**src/rtl/ldtu_dec_pkg.sv**
```systemverilog
// Shared types, header constants and the word decode function for the LiTe-DTU receive decoder.
package ldtu_dec_pkg;

  localparam int unsigned WORD_W   = 32;
  localparam int unsigned SAMPLE_W = 13;
  localparam int unsigned BAS_W    = 6;
  localparam int unsigned NSLOT    = 5;
  localparam int unsigned SLOT_W   = 3;

  localparam logic [1:0]  HDR_BAS5  = 2'b01;
  localparam logic [1:0]  HDR_BASN  = 2'b10;
  localparam logic [5:0]  HDR_SIG2  = 6'b001010;
  localparam logic [5:0]  HDR_SIG1  = 6'b001011;
  localparam logic [12:0] SIG1_SYNC = 13'h0AAA;
  localparam logic [12:0] SIG1_HDR  = 13'h1E0F;

  localparam logic [1:0] FB_HDR    = 2'b11;
  localparam logic [1:0] FB_PLAIN  = 2'b11;
  localparam logic [1:0] FB_BC0_S0 = 2'b00;
  localparam logic [1:0] FB_BC0_S1 = 2'b01;
  localparam logic [1:0] FB_BAD    = 2'b10;

  // Slot index that never matches, used when a word carries no orbit marker.
  localparam logic [SLOT_W-1:0] SLOT_NONE = SLOT_W'(7);

  typedef enum logic {ST_IDLE, ST_EMIT} state_e;

  typedef struct packed {
    logic [SLOT_W-1:0]                k;
    logic [NSLOT-1:0][SAMPLE_W-1:0]   samples;
    logic                             bas;
    logic [SLOT_W-1:0]                bc0_slot;
    logic                             parity_bad;
    logic                             invalid;
  } dec_word_t;

  function automatic dec_word_t decode_word(input logic [WORD_W-1:0] w, input logic fb);
    dec_word_t d;
    d          = '0;
    d.bc0_slot = SLOT_NONE;
    if (fb) begin
      d.k          = SLOT_W'(2);
      d.samples[0] = w[12:0];
      d.samples[1] = w[25:13];
      d.parity_bad = (w[26] != ~^w[12:0]) || (w[27] != ~^w[25:13]);
      if (w[31:30] != FB_HDR) begin
        d.invalid = 1'b1;
      end else begin
        case (w[29:28])
          FB_PLAIN:  d.bc0_slot = SLOT_NONE;
          FB_BC0_S0: d.bc0_slot = '0;
          FB_BC0_S1: d.bc0_slot = SLOT_W'(1);
          FB_BAD:    d.invalid  = 1'b1;
        endcase
      end
    end else if (w[31:30] == HDR_BAS5 || w[31:30] == HDR_BASN) begin
      d.bas = 1'b1;
      for (int i = 0; i < NSLOT; i++) begin
        d.samples[i] = SAMPLE_W'(w[BAS_W*i +: BAS_W]);
      end
      if (w[31:30] == HDR_BAS5) d.k = SLOT_W'(5);
      else if (w[29:24] >= 6'd1 && w[29:24] <= 6'd4) d.k = w[26:24];
      else d.invalid = 1'b1;
    end else if (w[31:26] == HDR_SIG2) begin
      d.k          = SLOT_W'(2);
      d.samples[0] = w[12:0];
      d.samples[1] = w[25:13];
    end else if (w[31:26] == HDR_SIG1 && (w[25:13] == SIG1_SYNC || w[25:13] == SIG1_HDR)) begin
      d.k          = SLOT_W'(1);
      d.samples[0] = w[12:0];
      if (w[25:13] == SIG1_HDR) d.bc0_slot = '0;
    end else begin
      d.invalid = 1'b1;
    end
    return d;
  endfunction

endpackage

```
**src/rtl/ldtu_dec_word_fifo.sv**
```systemverilog
// Synchronous word FIFO with flush; one extra pointer bit distinguishes full from empty.
module ldtu_dec_word_fifo #(
  parameter int unsigned DEPTH = 4,
  parameter int unsigned WIDTH = 32
) (
  input  logic             clk,
  input  logic             rst_b,
  input  logic             flush,
  input  logic             push,
  input  logic             pop,
  input  logic [WIDTH-1:0] wr_data,
  output logic [WIDTH-1:0] rd_data_c,
  output logic             full_c,
  output logic             empty_c
);

  localparam int unsigned PTR_W = $clog2(DEPTH);

  logic [PTR_W:0]   wr_ptr_q, wr_ptr_d, rd_ptr_q, rd_ptr_d;
  logic [WIDTH-1:0] mem_q [DEPTH];
  logic [WIDTH-1:0] mem_d [DEPTH];

  assign empty_c   = (wr_ptr_q == rd_ptr_q);
  assign full_c    = (wr_ptr_q[PTR_W] != rd_ptr_q[PTR_W]) &&
                     (wr_ptr_q[PTR_W-1:0] == rd_ptr_q[PTR_W-1:0]);
  assign rd_data_c = mem_q[rd_ptr_q[PTR_W-1:0]];

  always_comb begin
    mem_d    = mem_q;
    wr_ptr_d = wr_ptr_q;
    rd_ptr_d = rd_ptr_q;
    if (push) begin
      mem_d[wr_ptr_q[PTR_W-1:0]] = wr_data;
      wr_ptr_d = wr_ptr_q + (PTR_W+1)'(1);
    end
    if (pop) rd_ptr_d = rd_ptr_q + (PTR_W+1)'(1);
    if (flush) begin
      wr_ptr_d = '0;
      rd_ptr_d = '0;
    end
  end

  always_ff @(posedge clk) begin
    if (!rst_b) begin
      wr_ptr_q <= '0;
      rd_ptr_q <= '0;
    end else begin
      wr_ptr_q <= wr_ptr_d;
      rd_ptr_q <= rd_ptr_d;
    end
  end

  // Storage needs no reset: the pointers alone define which entries are live.
  always_ff @(posedge clk) begin
    mem_q <= mem_d;
  end

endmodule

```
**src/rtl/ldtu_decoder.sv**
```systemverilog
// LiTe-DTU receive decoder: buffers 32-bit words and serialises them into one tagged 13-bit sample per clock.
module ldtu_decoder
  import ldtu_dec_pkg::*;
#(
  parameter int unsigned FIFO_DEPTH = 4
) (
  input  logic                clk,
  input  logic                rst_b,
  input  logic                fallback,
  input  logic                load_in,
  input  logic [WORD_W-1:0]   data_in,
  output logic [SAMPLE_W-1:0] sample_out,
  output logic                sample_valid,
  output logic                sample_bas,
  output logic                sample_bc0,
  output logic                parity_err,
  output logic                frame_err,
  output logic                overflow
);

  state_e              state_q, state_d;
  dec_word_t           word_q, word_d, dec_c;
  logic [SLOT_W-1:0]   idx_q, idx_d;
  logic [SAMPLE_W-1:0] sample_q, sample_d;
  logic                valid_q, valid_d, bas_q, bas_d, bc0_q, bc0_d;
  logic                parity_err_q, parity_err_d, frame_err_q, frame_err_d;
  logic                overflow_q, overflow_d, fallback_q, fallback_d;
  logic                mode_chg_c, last_slot_c;
  logic                fifo_push_c, fifo_pop_c, fifo_full_c, fifo_empty_c;
  logic [WORD_W-1:0]   fifo_rdata_c;

  ldtu_dec_word_fifo #(
    .DEPTH (FIFO_DEPTH),
    .WIDTH (WORD_W)
  ) u_fifo (
    .clk       (clk),
    .rst_b     (rst_b),
    .flush     (mode_chg_c),
    .push      (fifo_push_c),
    .pop       (fifo_pop_c),
    .wr_data   (data_in),
    .rd_data_c (fifo_rdata_c),
    .full_c    (fifo_full_c),
    .empty_c   (fifo_empty_c)
  );

  assign fallback_d  = fallback;
  assign mode_chg_c  = (fallback != fallback_q);
  assign dec_c       = decode_word(fifo_rdata_c, fallback_q);
  assign last_slot_c = (idx_q == word_q.k - SLOT_W'(1)) || word_q.invalid;

  // Next-state and output logic; slot 0 of a word fetched in IDLE goes out on the pop edge.
  always_comb begin
    state_d      = state_q;
    word_d       = word_q;
    idx_d        = idx_q;
    sample_d     = sample_q;
    bas_d        = bas_q;
    bc0_d        = bc0_q;
    valid_d      = 1'b0;
    parity_err_d = 1'b0;
    frame_err_d  = 1'b0;
    fifo_pop_c   = 1'b0;
    if (mode_chg_c) begin
      state_d = ST_IDLE;
    end else begin
      case (state_q)
        ST_IDLE: begin
          if (!fifo_empty_c) begin
            fifo_pop_c = 1'b1;
            if (dec_c.invalid) begin
              frame_err_d = 1'b1;
            end else begin
              valid_d      = 1'b1;
              sample_d     = dec_c.samples[0];
              bas_d        = dec_c.bas;
              bc0_d        = (dec_c.bc0_slot == '0);
              parity_err_d = dec_c.parity_bad;
              word_d       = dec_c;
              idx_d        = SLOT_W'(1);
              if (dec_c.k != SLOT_W'(1)) state_d = ST_EMIT;
            end
          end
        end
        ST_EMIT: begin
          valid_d      = 1'b1;
          sample_d     = word_q.samples[idx_q];
          bas_d        = word_q.bas;
          bc0_d        = (word_q.bc0_slot == idx_q);
          parity_err_d = word_q.parity_bad && (idx_q == '0);
          idx_d        = idx_q + SLOT_W'(1);
          if (last_slot_c) begin
            state_d = ST_IDLE;
            // Fetch the next word now so its first sample follows without a bubble.
            if (!fifo_empty_c) begin
              fifo_pop_c = 1'b1;
              if (dec_c.invalid) begin
                frame_err_d = 1'b1;
              end else begin
                word_d  = dec_c;
                idx_d   = '0;
                state_d = ST_EMIT;
              end
            end
          end
        end
        default: state_d = ST_IDLE;
      endcase
    end
    fifo_push_c = load_in && !mode_chg_c && (!fifo_full_c || fifo_pop_c);
    overflow_d  = overflow_q || (load_in && !mode_chg_c && fifo_full_c && !fifo_pop_c);
  end

  always_ff @(posedge clk) begin
    if (!rst_b) begin
      state_q      <= ST_IDLE;
      word_q       <= '0;
      idx_q        <= '0;
      sample_q     <= '0;
      valid_q      <= 1'b0;
      bas_q        <= 1'b0;
      bc0_q        <= 1'b0;
      parity_err_q <= 1'b0;
      frame_err_q  <= 1'b0;
      overflow_q   <= 1'b0;
      fallback_q   <= 1'b0;
    end else begin
      state_q      <= state_d;
      word_q       <= word_d;
      idx_q        <= idx_d;
      sample_q     <= sample_d;
      valid_q      <= valid_d;
      bas_q        <= bas_d;
      bc0_q        <= bc0_d;
      parity_err_q <= parity_err_d;
      frame_err_q  <= frame_err_d;
      overflow_q   <= overflow_d;
      fallback_q   <= fallback_d;
    end
  end

  assign sample_out   = sample_q;
  assign sample_valid = valid_q;
  assign sample_bas   = bas_q;
  assign sample_bc0   = bc0_q;
  assign parity_err   = parity_err_q;
  assign frame_err    = frame_err_q;
  assign overflow     = overflow_q;

endmodule
```
**config.mk**
```make
export PLATFORM = sky130hd
export DESIGN_NAME = ldtu_decoder
export DESIGN_NICKNAME = d
export VERILOG_FILES = /design/src/rtl/ldtu_dec_pkg.sv /design/src/rtl/ldtu_dec_word_fifo.sv /design/src/rtl/ldtu_decoder.sv
export SDC_FILE = /design/constraint.sdc
export NUM_CORES = 1
export LEC_CHECK = 0
export BUFFER_PORTS_ARGS = -buffer_cell sky130_fd_sc_hd__buf_2
export CAP_MARGIN = 20
export CELL_PAD_IN_SITES_DETAIL_PLACEMENT = 1
export CELL_PAD_IN_SITES_GLOBAL_PLACEMENT = 1
export CORE_ASPECT_RATIO = 2
export CORE_MARGIN = 1
export CORE_UTILIZATION = 54
export DETAILED_ROUTE_END_ITERATION = 12
export PLACE_DENSITY_LB_ADDON = 0.1
export SYNTH_ARGS = -nofsm -noshare
export SYNTH_HDL_FRONTEND = slang
export SYNTH_SLANG_ARGS = --single-unit
```
**constraint.sdc**
```tcl
create_clock -name clk -period 5.85 [get_ports clk]
set_input_delay 1.17 -clock clk [delete_from_list [all_inputs] [get_ports clk]]
set_output_delay 1.17 -clock clk [all_outputs]
set_load 0.02 [all_outputs]
```
==> results by group, run 1 <==
Cells and area
  • Fin area: 10000 sq um
  • Final net count: 805
  • Commonest cells after routing, fill and taps aside: 128 x edfxtp_1, 80 x dfxtp_1, 73 x nand2_1
  • Antenna cells: 0
  • Final core occ: 61.7%
  • Commonest non-fill, non-tap cell in the layout: edfxtp_1
  • Layout cells sized above 1: 18.3%
  • Area growth from synthesis to layout: 11.3%

Timing
  • Setup TNS: 0 ns
  • Final period util: 74.5%
  • Least-Margin Pin Slew: 1.03 ns
  • Final worst path period need: 4.36 ns
  • RSZ-0062 raised after global routing: false
  • Final setup fails: 0
  • Worst hold slack: 0.451 ns
  • Clock skew: 0.0160 ns
  • Endpoints failing hold: 0
  • Final Max Tran Viols: 0
  • FMAX: 0.229 GHz
  • Max transition margin: 31.3%

CTS
  • Root Driver: clkbuf_16
  • Post-CTS sizing: 0
  • Clock sink total: 209
  • Post-CTS setup buffers: 0
  • Clock slew at reported path FFs: 0.07 ns
  • Bufs on Longest Clock Path: 3
  • CTS tree: built
  • Inserted Clock Buffers: 20
  • CTS H-tree lvls: 1
  • Post-CTS Hold Buffers: 0
  • Clock latency on the worst-skew pair: 0.50 ns

Critical path
  • Crit Reg-Reg Startpoint: u_fifo.rd_ptr_q[0]
  • Critical path class: flip-flop to flip-flop
  • R2r worst-path depth: 10
  • Data arrival, critical path: 4.79 ns
  • CP max stage cell: dfxtp_2
  • Startpoint Class: flip-flop
  • Worst reg2reg endpoint: word_q[47]
  • Crit-path max cell delay: 0.96 ns
  • CP Cell Sequence: mux4_2 > inv_1 > ha_1 > inv_1 > nor4_1 > a32o_1 > o21a_4 > o21a_2 > nand3_1 > a21oi_1
  • Critical path fanouts, max: 48
  • Cell mode on critical path: inv_1
  • Worst Setup End Kind: flip-flop
  • WP data required: 6.28 ns
  • R2R setup slack: 1.49 ns

Detailed routing
  • Pre-antenna DRT Iters: 4
  • Wire per inst: 23.8 um
  • Total Routed Length: 23000 um
  • Vias/cell: 6.11
  • Vias: 5894
  • Iteration-0 DRC Markers: 264
  • Remaining antenna violation count after routing: 0
  • DRC: 0

Synthesis
  • Yosys reg bits: 209
  • Synthesized area per cell: 12.9 sq um
  • Number of flops mapped to enable cells by yosys: 128
  • Synth warn: 0
  • Post-Syn Instances: 700
  • Area leader, netlist: edfxtp_1
  • Ys async rst share: 0%
  • Most used DFF post-synth: edfxtp_1
  • Synthesized area: 9010 sq um
  • Post-Syn Nets: 758
  • Synth area leaders: edfxtp_1 43%, dfxtp_1 18%, mux4_2 8.5%
  • Library cells used by synthesis: 54
  • Seq/Total Area, Yosys: 60.6%
  • Yosys top cell area share: 42.6%

Flow run
  • Max Cap Viol: 0

Global route
  • Antenna violations before repair: 0
  • Met1 Track Usage GR: 30.2%
  • Global route overflow: 0
  • Vias in the first global route: 6359
  • Global-route wire length before repair: 35100 um
  • Largest net degree at the start of global routing: 66
  • Met2 Use GR: 49.9%
  • Met3 Use GR: 3.75%
  • Most Crowded Layer GR: met2
  • Total track usage: 27.8%

Placed design
  • Gpl congestion: 0.861
  • Post-DP Area: 9410 sq um
  • Dpl hpwl: 16100 um
  • Port bufs: 54

Floorplan
  • Die width: 93.4 um
  • Die Ht: 185 um
  • Starting Density: 55.4%
  • Number of cell rows: 66
  • Die area: 17200 sq um
  • I/O pin total: 55
  • Core ar.: 16300 sq um

Power
  • VDD IR max: 0.000306 V
  • Leakage power: 0.00332 uW
  • Power per Cell Area: 307 nW/um^2

Status
  • Status: complete, no violations

Hold path
  • Hold Path Sink: sample_out[2]
  • HP Class: flip-flop to flip-flop
  • Hold Path Depth: 2
  • Hold Startpoint: sample_out[2]
## cell type report
cell class              count  area (sq um)
clock buffers              23           533
clock inverters            13          92.6
inverters                  27           101
flip-flops and latches    209          5470
fillers                  1591          6230
well taps                 204           255
repair buffers             66           360
multi-input cells         423          3230
## critical path, delay by kind of cell (launching register included)
| kind | cells | cell delay [ns] |
|---|---|---|
| adders and majority gates | 1 | 0.32 |
| DFF | 1 | 0.96 |
| AOI/OAI and AO/OA | 4 | 1.47 |
| buffers and inverters | 2 | 0.23 |
| muxes | 1 | 0.66 |
| and+or+nand+nor | 2 | 0.61 |
## cell families (layout without fill, tap and decap cells)
kind of cell,count (synthesis),in the layout,share of synthesized area [%]
flops,209,209,60.6
simple gates,196,196,9.97
compound gates,115,115,8.37
buf+inv,68,129,3.57
mux,58,58,11.2
xor+xnor,32,32,3.26
fa+ha+maj,22,22,3.05
## worst max-delay path by stage
| stage | start | to | slack, ns | cells after the start |
|---|---|---|---|---|
| floorplan | u_fifo.rd_ptr_q[0] | word_q[20] | 2.00 | 16 |
| global placement | u_fifo.rd_ptr_q[0] | word_q[21] | 1.59 | 11 |
| detailed placement | u_fifo.rd_ptr_q[0] | word_q[47] | 1.51 | 10 |
| CTS | u_fifo.rd_ptr_q[0] | word_q[21] | 1.48 | 11 |
| global route | u_fifo.rd_ptr_q[0] | word_q[47] | 1.22 | 10 |
| finish | u_fifo.rd_ptr_q[0] | word_q[47] | 1.49 | 10 |
## synth_stat cells (2+ instances only)
| library cell | instances |
|---|---|
| nand3_1 | 37 |
| o221ai_1 | 4 |
| o31ai_1 | 3 |
| o21ai_0 | 10 |
| nor2b_1 | 6 |
| nor3_1 | 9 |
| mux2i_1 | 24 |
| and2_1 | 5 |
| o211ai_1 | 5 |
| edfxtp_1 | 128 |
| o2bb2ai_1 | 7 |
| or3_1 | 5 |
| a22oi_1 | 4 |
| nor4_1 | 3 |
| nand2_1 | 73 |
| buf_6 | 7 |
| a21oi_1 | 59 |
| buf_1 | 2 |
| xor2_1 | 7 |
| ha_1 | 22 |
| buf_2 | 11 |
| nand4_1 | 8 |
| dfxtp_1 | 81 |
| mux4_2 | 34 |
| inv_1 | 26 |
| a221oi_1 | 7 |
| clkbuf_1 | 21 |
| a31oi_1 | 2 |
| xnor2_1 | 24 |
| nor2_1 | 42 |
## layer usage
layer	share of wire (%)	wire (um)	vias up
met5	0	0	-
met4	6.8	1560	0
met3	3.1	711	79
met2	53	12300	141
met1	37	8440	2998
li1	-	-	2676
## metrics by stage
| step | cells | setup WS, ns | total power [uW] |
|---|---|---|---|
| 2_1_floorplan | 700 | 2.00 | 1780 |
| 4_1_cts | 965 | 1.48 | 3100 |
| 3_3_place_gp | 929 | 1.59 | 1850 |
| 3_5_place_dp | 929 | 1.51 | 1860 |
| 5_1_grt | 965 | 1.22 | 3160 |
| 6_report | 965 | 1.49 | 3080 |
## power by group
group          switching, uW  internal, uW
sequential              11.1          1580
combinational            149          84.1
clock                    552           700
total                    713          2370
## state kept, by name, indices dropped and copies added, names as in the netlist, 3 cells and up
| register | cells |
|---|---|
| idx_q | 3 |
| u_fifo.mem_q | 128 |
| u_fifo.rd_ptr_q | 3 |
| word_q | 51 |
| u_fifo.wr_ptr_q | 3 |
| sample_out | 13 |
No activity file was read; power rests on OpenSTA's default activity.
==> run 2, diff against run 1 <==
--- a/config.mk
+++ b/config.mk
@@ -5,13 +5,14 @@
 export SDC_FILE = /design/constraint.sdc
 export NUM_CORES = 1
 export LEC_CHECK = 0
+export ABC_AREA = 1
 export BUFFER_PORTS_ARGS = -buffer_cell sky130_fd_sc_hd__buf_2
 export CAP_MARGIN = 20
 export CELL_PAD_IN_SITES_DETAIL_PLACEMENT = 1
 export CELL_PAD_IN_SITES_GLOBAL_PLACEMENT = 1
 export CORE_ASPECT_RATIO = 2
 export CORE_MARGIN = 1
-export CORE_UTILIZATION = 54
+export CORE_UTILIZATION = 47
 export DETAILED_ROUTE_END_ITERATION = 12
 export PLACE_DENSITY_LB_ADDON = 0.1
 export SYNTH_ARGS = -nofsm -noshare
==> constraint.sdc (replaced) <==
create_clock -name clk -period 4.5 [get_ports clk]
set_input_delay 0.9 -clock clk [delete_from_list [all_inputs] [get_ports clk]]
set_output_delay 0.9 -clock clk [all_outputs]
set_load 0.02 [all_outputs]
==> results by group, run 2 <==
Status
  • Status: complete, no violations

Synthesis
  • Synthesized area per cell: 9.03 sq um
  • Area leader, netlist: edfxtp_1
  • Number of flops mapped to enable cells by yosys: 128
  • Seq/Total Area, Yosys: 57.3%
  • Compound-Gate Fraction of Synth Area: 9.00%
  • Synth Area in XOR/XNOR: 1.65%
  • Yosys top cell area share: 40.3%
  • Simple-gate portion of the synthesized area: 22.8%
  • Synth warn: 0
  • Post-Syn Instances: 1056
  • Synth area leaders: edfxtp_1 40%, dfxtp_1 17%, nand2_1 14%
  • Synthesized area: 9540 sq um
  • Ys async rst share: 0%
  • Commonest cells post-synth: 344 x nand2_1, 128 x edfxtp_1, 88 x nand3_1
  • Adder-cell share of the synthesized area: 2.89%
  • Largest family of logic cells by synthesized area: simple AND/OR/NAND/NOR gates
  • Most common cell in the netlist: nand2_1
  • Yosys reg bits: 209
  • Mux cell area share after synthesis: 0.735%
  • Post-Syn Nets: 1114
  • Most used DFF post-synth: edfxtp_1
  • Library cells used by synthesis: 40

Floorplan
  • Die width: 103 um
  • Die area: 20900 sq um
  • Number of cell rows: 73
  • I/O pin total: 55
  • Core ar.: 19900 sq um
  • Starting Density: 47.9%
  • Die Ht: 203 um

Cells and area
  • Area taken by multi-input logic gates: 3550 sq um
  • Commonest non-fill, non-tap cell in the layout: nand2_1
  • Layout cells sized above 1: 11.1%
  • Biggest register: u_fifo.mem_q
  • Final core occ: 53.2%
  • Area growth from synthesis to layout: 11.1%
  • Fillers: 2369
  • FF+latch area: 5470 sq um
  • Commonest cells after routing, fill and taps aside: 344 x nand2_1, 128 x edfxtp_1, 88 x nand3_1
  • Antenna cells: 0
  • Final net count: 1153
  • Max FFs per register: 128

Global route
  • Vias in the first global route: 7817
  • Antenna violations before repair: 0
  • Global-route wire length before repair: 41400 um
  • Global route overflow: 0
  • Total track usage: 26.6%
  • Largest net degree at the start of global routing: 69

CTS
  • Clock slew at reported path FFs: 0.07 ns
  • CTS H-tree lvls: 1
  • Clock sink total: 209
  • Clock latency on the worst-skew pair: 0.50 ns
  • CTS tree: built
  • Bufs on Longest Clock Path: 3
  • Root Driver: clkbuf_16
  • Inserted Clock Buffers: 19

Critical path
  • Startpoint Class: flip-flop
  • Data arrival, critical path: 4.45 ns
  • Worst Setup End Kind: flip-flop
  • Critical path class: flip-flop to flip-flop
  • Cell mode on critical path: nand2_1
  • CP Cell Sequence: clkinv_2 > nand2_1 > nand3_1 > nand2_1 > ha_1 > nand4_1 > nor2_1 > nand2_1 > nand2_1 > nand2_1 > nand3_2 > nand3_2 > nand2_4 > nand2_4 > inv_2 > o21ai_0 > a21oi_1
  • Crit Reg-Reg Startpoint: u_fifo.rd_ptr_q[0]
  • Worst reg2reg endpoint: word_q[10]
  • CP max stage cell: inv_2
  • R2r worst-path depth: 17
  • Critical path fanouts, max: 49
  • WP data required: 4.93 ns
  • R2R setup slack: 0.48 ns
  • Crit-path max cell delay: 0.64 ns

Power
  • Combinational Power Share: 11.7%
  • NetSw: 1060 uW
  • Power Total: 4180 uW
  • Sequential share of power: 50.0%
  • Clk pwr share: 38.3%
  • Int Power: 3120 uW
  • Leakage power: 0.00429 uW
  • Switching share of power: 25.3%
  • VDD IR max: 0.000348 V
  • Power per Cell Area: 394 nW/um^2

Detailed routing
  • Total Routed Length: 26000 um
  • Iteration-0 DRC Markers: 222
  • Vias/cell: 5.39
  • Wire per inst: 19.0 um
  • Pre-antenna DRT Iters: 6
  • DRC: 0
  • Remaining antenna violation count after routing: 0
  • Vias: 7378

Hold path
  • HP Class: flip-flop to flip-flop
  • Hold Path Sink: sample_out[3]
  • Hold Path Depth: 2
  • Hold Startpoint: sample_out[3]

Timing
  • Setup TNS: 0 ns
  • Worst hold slack: 0.462 ns
  • Final worst path period need: 4.02 ns
  • Final Max Tran Viols: 0
  • Endpoints failing hold: 0
  • FMAX: 0.249 GHz
  • Clock skew: 0.00924 ns
  • Least-Margin Pin Slew: 0.708 ns
  • RSZ-0062 raised after global routing: false
  • Final setup fails: 0
  • Max transition margin: 52.8%
  • Final period util: 89.3%
  • Fin worst setup slack: 0.480 ns

Placed design
  • Dpl hpwl: 18300 um
  • Gpl congestion: 0.844
  • Pre-CTS WS: 0.340 ns
  • Port bufs: 54

Flow run
  • Max Cap Viol: 0
## run 2: cell types whose count changed in the layout (fill, tap and decap cells not counted), moves of 17 or more
cell	before	now
inv_1	26	60
mux2i_1	24	7
mux4_2	34	0
nand2_1	73	344
nand3_1	37	88
o21ai_0	10	58
o22ai_1	0	18
## run 2: final cells by class
cell class | instances | share of cell area (%)
clock buffers | 25 | 4.79
clock inverters | 8 | 0.838
inverters | 70 | 2.49
multi-input cells | 726 | 33.5
flip-flops and latches | 209 | 51.6
well taps | 262 | 3.09
repair buffers | 69 | 3.73
## run 2: worst max-delay path, delay by kind of cell, from the launching register on
family | cells | cell delay [ns]
AND/OR/NAND/NOR | 12 | 1.80
adder cells (fa/ha/maj) | 1 | 0.22
AO/OA/AOI/OAI | 2 | 0.34
buffers and inverters | 2 | 1.18
flip-flops | 1 | 0.36
## run 2: power groups by stage
stage | logic (uW) | registers, uW | clock network, uW
6_report | 489 | 2090 | 1600
5_1_grt | 542 | 2090 | 1700
4_1_cts | 493 | 2090 | 1640
3_5_place_dp | 488 | 2130 | 0
3_3_place_gp | 474 | 2130 | 0
2_1_floorplan | 320 | 2130 | 0
## run 2: cells by family after synthesis
group / after synthesis
compound gates: 158
xor+xnor: 18
fa+ha+maj: 22
buf+inv: 121
flops: 209
mux: 7
simple gates: 521
## run 2: stage by stage
step	instance area [sq um]	cells
5_1_grt	10600	1369
4_1_cts	10600	1369
3_3_place_gp	10000	1336
3_5_place_dp	10000	1336
2_1_floorplan	9540	1056
6_report	10600	1369
## run 2: worst max path at each step
stage	start	endpoint	slack, ns	depth (start not counted)
final	u_fifo.rd_ptr_q[0]	word_q[10]	0.48	17
after global routing	u_fifo.rd_ptr_q[0]	word_q[14]	0.02	14
after CTS	u_fifo.rd_ptr_q[0]	word_q[11]	0.30	14
after detailed placement	u_fifo.rd_ptr_q[0]	word_q[11]	0.34	14
after global placement	u_fifo.rd_ptr_q[0]	word_q[12]	0.53	14
after floorplan	u_fifo.rd_ptr_q[0]	sample_out[1]	0.95	22
## run 2: per-layer routing
layer,share of wire [%],track usage [%],up-vias
li1,-,-,3609
met1,36,28.0,3571
met2,55,49.2,131
met3,2.8,3.22,67
met4,5.7,15.0,0
met5,0,0,-
## run 2: repair_timing
item,in CTS,in global routing
resized for setup,0,1
setup endpoints to repair,0,15
buffers inserted,0,0
hold buffers,0,0
==> run 3, diff against run 2 <==
--- a/config.mk
+++ b/config.mk
@@ -6,6 +6,7 @@
 export NUM_CORES = 1
 export LEC_CHECK = 0
 export ABC_AREA = 1
+export ABC_CLOCK_PERIOD_IN_PS = 4500
 export BUFFER_PORTS_ARGS = -buffer_cell sky130_fd_sc_hd__buf_2
 export CAP_MARGIN = 20
 export CELL_PAD_IN_SITES_DETAIL_PLACEMENT = 1
@@ -15,6 +16,7 @@
 export CORE_UTILIZATION = 47
 export DETAILED_ROUTE_END_ITERATION = 12
 export PLACE_DENSITY_LB_ADDON = 0.1
+export RECOVER_POWER = 25
 export SYNTH_ARGS = -nofsm -noshare
 export SYNTH_HDL_FRONTEND = slang
 export SYNTH_SLANG_ARGS = --single-unit
==> results by group, run 3 (same netlist as run 2, synthesis figures left out) <==
Critical path
  • Critical path class: flip-flop to flip-flop
  • Worst reg2reg endpoint: word_q[18]
  • CP startpoint: u_fifo.rd_ptr_q[0]
  • R2r worst-path depth: 17
  • Crit-path max cell delay: 0.65 ns
  • Critical path fanouts, max: 49
  • Data arrival, critical path: 4.43 ns
  • R2R setup slack: 0.50 ns
  • Cell mode on critical path: nand2_1
  • Startpoint Class: flip-flop
  • CP max stage cell: inv_2
  • WP data required: 4.93 ns
  • Crit Reg-Reg Startpoint: u_fifo.rd_ptr_q[0]
  • Worst Setup End Kind: flip-flop
  • CP Cell Sequence: clkinv_2 > nand2_1 > nand3_1 > nand2_1 > ha_1 > nand4_1 > nor2_1 > nand2_1 > nand2_1 > nand2_1 > nand3_2 > nand3_2 > nand2_4 > nand2_4 > inv_2 > o21ai_0 > a21oi_1

CTS
  • Root Driver: clkbuf_16
  • CTS H-tree lvls: 1
  • Clock slew at reported path FFs: 0.07 ns
  • Bufs on Longest Clock Path: 3
  • Clock sink total: 209
  • Post-CTS setup buffers: 0
  • CTS tree: built
  • Clock latency on the worst-skew pair: 0.50 ns
  • Inserted Clock Buffers: 19

Timing
  • Setup TNS: 0 ns
  • Final Max Tran Viols: 0
  • Least-Margin Pin Slew: 0.707 ns
  • Max transition margin: 52.9%
  • RSZ-0062 raised after global routing: false
  • Final worst path period need: 4.00 ns
  • Clock skew: 0.00955 ns
  • Final setup fails: 0
  • Final period util: 88.9%
  • Worst hold slack: 0.462 ns
  • FMAX: 0.250 GHz
  • Endpoints failing hold: 0

Cells and area
  • Max FFs per register: 128
  • Fillers: 2377
  • Commonest cells after routing, fill and taps aside: 344 x nand2_1, 128 x edfxtp_1, 88 x nand3_1
  • Layout cells sized above 1: 8.76%
  • Commonest non-fill, non-tap cell in the layout: nand2_1
  • Area growth from synthesis to layout: 10.8%
  • Antenna cells: 0
  • Fin area: 10600 sq um
  • Finished Layout Cells: 1369
  • Final net count: 1153
  • Biggest register: u_fifo.mem_q

Floorplan
  • Die area: 20900 sq um
  • Die Ht: 203 um
  • Die width: 103 um
  • Core ar.: 19900 sq um
  • Starting Density: 47.9%
  • I/O pin total: 55
  • Number of cell rows: 73

Placed design
  • Gpl congestion: 0.844
  • Post-Place Cells: 1336
  • Port bufs: 54
  • Dpl hpwl: 18300 um
  • Post-DP Area: 10000 sq um

Detailed routing
  • Wire per inst: 19.0 um
  • Iteration-0 DRC Markers: 218
  • Vias/cell: 5.38
  • Remaining antenna violation count after routing: 0
  • Total Routed Length: 26000 um
  • Pre-antenna DRT Iters: 4
  • DRC: 0
  • Vias: 7367

Hold path
  • Hold Path Sink: sample_out[3]
  • HP Class: flip-flop to flip-flop
  • Hold Path Depth: 2
  • Hold Startpoint: sample_out[3]

Global route
  • Met2 Use GR: 49.2%
  • Met1 Track Usage GR: 28.0%
  • Total track usage: 26.6%
  • Met3 Use GR: 3.22%
  • Global route overflow: 0
  • Antenna violations before repair: 0
  • Vias in the first global route: 7817
  • Largest net degree at the start of global routing: 69
  • Most Crowded Layer GR: met2
  • Global-route wire length before repair: 41400 um

Power
  • Power Total: 4170 uW
  • Leakage power: 0.00421 uW
  • VDD IR max: 0.000350 V
  • Power per Cell Area: 395 nW/um^2

Flow run
  • Max Cap Viol: 0

Status
  • Status: complete, no violations
## run 3: how the worst max path moves through the flow
| stage | to | cells after the start |
|---|---|---|
| floorplan | sample_out[1] | 22 |
| finish | word_q[18] | 17 |
| global route | word_q[14] | 14 |
| global placement | word_q[12] | 14 |
| CTS | word_q[11] | 14 |
| detailed placement | word_q[11] | 14 |
## run 3: through the flow
step                util [%]  worst slack [ns]
floorplan                  -             0.951
global placement        50.2             0.529
detailed placement      50.2             0.340
global route            53.1            0.0237
CTS                     53.2             0.298
finish                  53.1             0.501
## run 3: layout make-up
class	instances	area [sq um]	area share, %
inverter	70	264	2.50
clock buffer	25	508	4.81
tap	262	328	3.10
clock inverter	8	88.8	0.841
sequential	209	5470	51.7
timing repair buffer	69	363	3.43
multi-input combinational	726	3550	33.6
## run 3: report_power, final
part	internal, uW	switching, uW
clock network	910	691
registers	2070	18.1
logic	138	347
## run 3: repair_timing
item / CTS / global route
hold buffers: 0 / 0
endpoints found under the setup margin: 0 / 15
gates resized for setup: 0 / 1
## run 3: critical path: cells and delay by family (launching register included)
| family | cells | cell delay, ns |
|---|---|---|
| fa+ha+maj | 1 | 0.22 |
| buf+inv | 2 | 1.19 |
| flops | 1 | 0.36 |
| simple gates | 12 | 1.78 |
| compound gates | 2 | 0.33 |
## run 3: routing by layer
layer / part of all wire, % / vias up / wire, um
met1: 36 / 3561 / 9440
met5: 0 / - / 0
li1: - / 3610 / -
met3: 2.9 / 67 / 754
met2: 55 / 129 / 14300
met4: 5.6 / 0 / 1460
